===== src/rtl/dispatch_queue.sv =====
// dispatch_queue: in-order FIFO between rename and the issue queue; tags each accepted instruction
// with a nonzero sequence number. Define DISPATCH_BYPASS_EN for zero-latency empty-queue bypass.
module dispatch_queue #(
  parameter int unsigned DEPTH  = 4,
  parameter int unsigned INFO_W = 170
) (
  input  logic                   CLK,
  input  logic                   RESET,
  input  logic                   STALL,
  input  logic                   FLUSH,
  input  logic                   in_valid,
  input  logic [INFO_W-1:0]      in_issueinfo,
  output logic                   in_ready,
  input  logic                   issue_halt,
  output logic                   rename_enque,
  output logic [INFO_W-1:0]      rename_issueinfo,
  output logic [31:0]            rename_instr_num,
  output logic [$clog2(DEPTH):0] count
);

  localparam int unsigned PTR_W = $clog2(DEPTH);
  localparam int unsigned CNT_W = PTR_W + 1;

  logic [PTR_W-1:0]  head_q, head_d;
  logic [PTR_W-1:0]  tail_q, tail_d;
  logic [CNT_W-1:0]  count_q, count_d;
  logic [31:0]       next_num_q, next_num_d;
  logic [INFO_W-1:0] info_mem_q [DEPTH];
  logic [31:0]       num_mem_q  [DEPTH];

  logic empty;
  logic bypass;
  logic accept;
  logic write_en;
  logic deq_en;

  // Handshake and head presentation; a bypassed instruction is numbered but never stored.
  always_comb begin
    empty = (count_q == '0);
`ifdef DISPATCH_BYPASS_EN
    bypass = empty & in_valid & ~issue_halt & ~STALL & ~FLUSH;
`else
    bypass = 1'b0;
`endif
    in_ready     = (count_q < CNT_W'(DEPTH)) & ~STALL;
    accept       = in_valid & in_ready & ~FLUSH;
    write_en     = accept & ~bypass;
    deq_en       = ~empty & ~issue_halt & ~STALL & ~FLUSH;
    rename_enque = (~empty & ~issue_halt & ~STALL) | bypass;

    rename_issueinfo = '0;
    rename_instr_num = '0;
    if (!empty) begin
      rename_issueinfo = info_mem_q[head_q];
      rename_instr_num = num_mem_q[head_q];
    end else if (bypass) begin
      rename_issueinfo = in_issueinfo;
      rename_instr_num = next_num_q;
    end
  end

  // Next-state; FLUSH empties the queue but sequence numbering carries on.
  always_comb begin
    head_d     = head_q;
    tail_d     = tail_q;
    count_d    = count_q;
    next_num_d = next_num_q;
    if (FLUSH) begin
      head_d  = '0;
      tail_d  = '0;
      count_d = '0;
    end else begin
      if (deq_en) begin
        head_d = head_q + PTR_W'(1);
      end
      if (write_en) begin
        tail_d = tail_q + PTR_W'(1);
      end
      count_d = count_q + CNT_W'(write_en) - CNT_W'(deq_en);
      if (accept) begin
        next_num_d = (next_num_q == 32'hFFFF_FFFF) ? 32'd1 : next_num_q + 32'd1;
      end
    end
  end

  always_ff @(posedge CLK or posedge RESET) begin
    if (RESET) begin
      head_q     <= '0;
      tail_q     <= '0;
      count_q    <= '0;
      next_num_q <= 32'd1;
      for (int unsigned i = 0; i < DEPTH; i++) begin
        info_mem_q[i] <= '0;
        num_mem_q[i]  <= '0;
      end
    end else begin
      head_q     <= head_d;
      tail_q     <= tail_d;
      count_q    <= count_d;
      next_num_q <= next_num_d;
      if (write_en) begin
        info_mem_q[tail_q] <= in_issueinfo;
        num_mem_q[tail_q]  <= next_num_q;
      end
    end
  end

  assign count = count_q;

endmodule


===== config.mk =====
export PLATFORM = sky130hd
export DESIGN_NAME = dispatch_queue
export DESIGN_NICKNAME = d
export VERILOG_FILES = /design/src/rtl/dispatch_queue.sv
export SDC_FILE = /design/constraint.sdc
export NUM_CORES = 2
export LEC_CHECK = 0
export ABC_AREA = 1
export CAP_MARGIN = 20
export CORE_ASPECT_RATIO = 1.75
export CORE_MARGIN = 1
export CORE_UTILIZATION = 52
export CTS_CLUSTER_SIZE = 10
export DETAILED_ROUTE_END_ITERATION = 16
export GPL_TIMING_DRIVEN = 0
export PLACE_DENSITY_LB_ADDON = 0.15
export SLEW_MARGIN = 20
export SYNTH_ARGS = -nofsm -noshare
export SYNTH_HDL_FRONTEND = slang
export SYNTH_SLANG_ARGS = --single-unit

===== constraint.sdc =====
create_clock -name CLK -period 70.7 [get_ports CLK]
set_input_delay 7.07 -clock CLK [delete_from_list [all_inputs] [get_ports CLK]]
set_output_delay 7.07 -clock CLK [all_outputs]
set_load 0.02 [all_outputs]

**Yosys cells after proc, flatten, opt, wreduce, memory -nomap -nowiden**

Index checks and enable logic that the tools add are counted.

- Bits in registers: 847
- Output and inout port bits: 207
- Logic and storage cells: 59
- Input bits: 176

- Magnitude comparators: 4
- Equality and inequality tests: 1
- Bitwise operators: 12
- Multiplexer cells: 20
- Add/sub/neg operators: 5
- Reductions and logical operators: 5

Operator list:

| operator | number |
|---|---|
| 680-bit bitwise mux | 1 |
| 170-bit 2-to-1 mux | 4 |
| 170-bit binary-select mux with 2-bit select | 1 |
| 170-bit demux with 2-bit select | 1 |
| 32-bit 2-to-1 mux | 5 |
| 128-bit bitwise mux | 1 |
| 32-bit binary-select mux with 2-bit select | 1 |
| 32-bit demux with 2-bit select | 1 |
| 32-bit by 1-bit adder with 32-bit output (second input constant) | 1 |
| 32-bit == test (second input constant) | 1 |
| 2-bit 2-to-1 mux | 4 |
| 1-bit bitwise AND | 6 |
| 3-bit greater-or-equal comparator (second input constant) | 2 |
| 2-bit inverter with 3-bit output | 2 |
| 2-bit by 1-bit adder with 2-bit output (second input constant) | 2 |
| 1-bit inverter | 4 |
| 2-bit nonzero test | 2 |
| 3-bit by 1-bit adder with 3-bit output | 1 |
| 3-bit logical NOT | 1 |
| 3-bit by 1-bit less-than comparator with 1-bit output (second input constant) | 1 |
| 3-bit less-than comparator (second input constant) | 1 |
| 3-bit 2-to-1 mux | 1 |
| 3-bit by 1-bit subtractor with 3-bit output | 1 |
| 2-bit AND reduction | 1 |
| 1-bit logical AND | 1 |

**Longest topological paths before layout**

- Word-level depth: 7
- Mapped depth: 11
- Depth with buffers taken out: 11

**Worst setup path after synthesis**

Ideal clock, no wire load.

- Path type: input-to-output
- Start: input port issue_halt
- End: output port rename_enque
- Cell stages on the path: 3
- Setup slack: 56.193 ns
- Buffers on the path: 0
- Arrival: 7.437 ns
- Data required time: 63.630 ns
- Cell sequence: nor2_1 o21ai_0 inv_1

- Cells in the longest elaborated chain, start to end: 3

Ends and longest elaborated chain:

| what | RTL line | text |
|---|---|---|
| start, declared | 14 | `input logic issue_halt,` |
| 1-bit inverter | 49 | `rename_enque = (~empty & ~issue_halt & ~STALL) \| bypass;` |
| 1-bit bitwise AND (2 in a row) | 49 |  |
| end, declared | 15 | `output logic rename_enque,` |

Every way passes these cells.

**Worst setup path after layout**

- Start: input port STALL
- End: output port rename_enque

- Cells in the longest elaborated chain, start to end: 2

Ends and longest elaborated chain:

| what | RTL line | text |
|---|---|---|
| start, declared | 9 | `input logic STALL,` |
| 1-bit inverter | 49 |  |
| 1-bit bitwise AND | 49 |  |

Every way passes these cells.

==> results.py <==
metrics = {
    "global_route": {
        "grt_overflow_total": 0,
        "grt_antenna_before_repair": 12,
        "grt_pass1_vias": 32042,
        "grt_pass1_wl_um": 186000,
        "grt_use_total_pct": 32.0,
        "grt_max_degree": 106,
    },
    "timing": {
        "slew_headroom_pct": 25.8,
        "drv_slew": 0,
        "fin_crit_sh_pct": 22.7,
        "tightest_slew_ns": 1.11,
        "tns_ns": 0,
        "finalSetupViolCount": 0,
        "setup_slack_ns": 54.66,
        "clock_skew_ns": 0.0153,
        "min_period_ns": 16.04,
        "hold_violations": 0,
        "rsz0062_at_grt": "false",
        "fmax_mhz": 62.4,
    },
    "yosys": {
        "ys_top_cells_by_area": "dfrtp_1 (55%), mux2_2 (11%), o21ai_0 (8.3%)",
        "ys_seq_elements": 847,
        "yosysUniqueCellTypes": 29,
        "yosysWarnings": 0,
        "syn-num-nets": 4296,
        "syn_area_per_cell_um2": 9.44,
        "yosys.area.top_type": "dfrtp_1",
        "syn_inst": 4112,
        "ys_seq_area_share_pct": 54.6,
        "yosys.area.top_type_share_pct": 54.6,
        "synth_area_mm2": 0.0388,
    },
    "route": {
        "wirelength_um": 120000,
        "vias_per_cell": 5.73,
        "first_pass_iters": 7,
        "drc_errors": 0,
        "antenna_left": 0,
        "num_vias": 31870,
        "drt_iter0_drc": 2625,
        "routedWlPerCell_um": 21.6,
    },
    "layout": {
        "drive_gt1_share_pct": 13.2,
        "layout_commonest_cell": "dfrtp_1",
        "final_cell_mix": "dfrtp_1 (846), nand2_1 (707), o21ai_0 (646)",
        "area_growth_pct": 20.0,
        "nNetsFinal": 4784,
        "final_cells": 5560,
        "final_util_pct": 62.9,
        "fillers": 6322,
    },
    "placement": {
        "hpwl_um": 84400,
        "numPortBuffers": 382,
        "place_ws_ns": 54.70,
        "gp_congestion": 0.951,
        "placedCellCount": 5442,
    },
    "min_path": {
        "min_path_type": "reg -> reg",
    },
    "worst_setup_path": {
        "critPathKind": "in -> out",
        "critPathCaptureType": "primary output",
        "required_ns": 63.63,
        "worstPathArrival_ns": 8.97,
        "start_kind": "primary input",
        "cp_max_fo": 3,
    },
    "die": {
        "fp.dieH_um": 363,
        "coreArea_mm2": 0.0740,
        "die_w_um": 208,
        "pin_count": 383,
        "start_util_pct": 52.4,
        "die-area_mm2": 0.0758,
        "rows": 132,
    },
    "pwr": {
        "powerDensity_mw_per_mm2": 30.7,
        "finalPower_mw": 1.43,
        "p_leak_nw": 20.3,
        "peakVddDrop_v": 0.0000252,
    },
    "clock_network": {
        "clk_latency_ns": 0.65,
        "hold_buffers": 0,
        "cts_resized": 0,
        "root_buffer": "clkbuf_16",
        "cts_tree": "yes",
        "cts.sinks": 847,
        "post_cts_buffers": 0,
        "path_clk_slew_ns": 0.05,
        "cts_buffers": 94,
        "cts_buffer_depth": 3,
        "htree_levels": 3,
    },
    "job": {
        "maxCapViolations": 0,
    },
    "status": {
        "status": "completed",
    },
}
-- logic make-up after synthesis --
group                      synth area share, %
AOI/OAI and AO/OA                         17.9
xor gates and xnor gates                 0.248
adders and majority gates                0.277
buffers and inverters                     7.70
DFF                                       54.6
muxes                                     10.9
and+or+nand+nor                           8.33
-- critical path, stage by stage --
cell and delay, ns:
clkdlybuf4s50_1 0.47, nor2_1 0.22, o21ai_0 0.30, inv_1 0.26
clkdlybuf4s50_1 0.64
-- Yosys cell counts (all sizes together) --
library cell / instances
a21oi: 444
and2: 2
and3: 1
buf: 125
clkbuf: 169
clkinv: 1
dfrtp: 846
dfstp: 1
fa: 1
ha: 7
inv: 455
mux2: 376
nand2: 707
nand3: 29
nand3b: 4
nand4: 4
nor2: 84
nor3: 1
o211ai: 169
o21a: 28
o21ai: 646
o21bai: 1
xnor2: 5
xor2: 6
-- stage by stage --
| step | hold WS (ns) | instance area (µm²) |
|---|---|---|
| floorplan | 0.459 | 38800 |
| global placement | 0.467 | 43800 |
| detailed placement | 0.475 | 44100 |
| CTS | 0.487 | 46500 |
| global route | 0.506 | 46600 |
| finish | 0.483 | 46600 |
-- state kept, by name (all words and copies together), names as in the netlist --
signal      count
tail_q          2
count           3
info_mem_q    680
num_mem_q     128
head_q          2
next_num_q     32
-- metal layers --
layer	share of wire (%)	up-vias	track usage, %
met4	4.2	10	15.0
met2	49	1124	54.1
met1	40	15836	39.8
met3	7.1	277	5.84
met5	0.056	-	0
li1	-	14623	-
-- area by class of cell --
| type | instances | area [µm²] | area share (%) |
|---|---|---|---|
| flip-flops and latches | 847 | 21200 | 45.5 |
| multi-input cells | 2515 | 14600 | 31.4 |
| repair buffers | 392 | 4090 | 8.77 |
| clock buffers | 108 | 2480 | 5.32 |
| inverters | 456 | 1720 | 3.69 |
| plain buffers | 294 | 1280 | 2.75 |
| well taps | 938 | 1170 | 2.52 |
| diodes | 10 | 25.0 | 0.0537 |
-- where the power goes --
group	internal, mW	switching [mW]
logic	0.146	0.202
clock network	0.242	0.186
registers	0.607	0.0458
-- path summary, 6_finish.rpt --
check                                from               to  slack, ns  depth (start not counted)
min in group asynchronous           RESET    num_mem_q[38]       6.94                          2
max in group asynchronous           RESET  info_mem_q[406]      61.72                          6
hold / removal             num_mem_q[113]   num_mem_q[113]       0.48                          1
hold reg to reg            num_mem_q[113]   num_mem_q[113]       0.48                          1
setup / recovery                    STALL     rename_enque      54.66                          5
setup reg to reg                 count[2]  info_mem_q[435]      67.84                          6
Power figures use the tool's default switching activity.
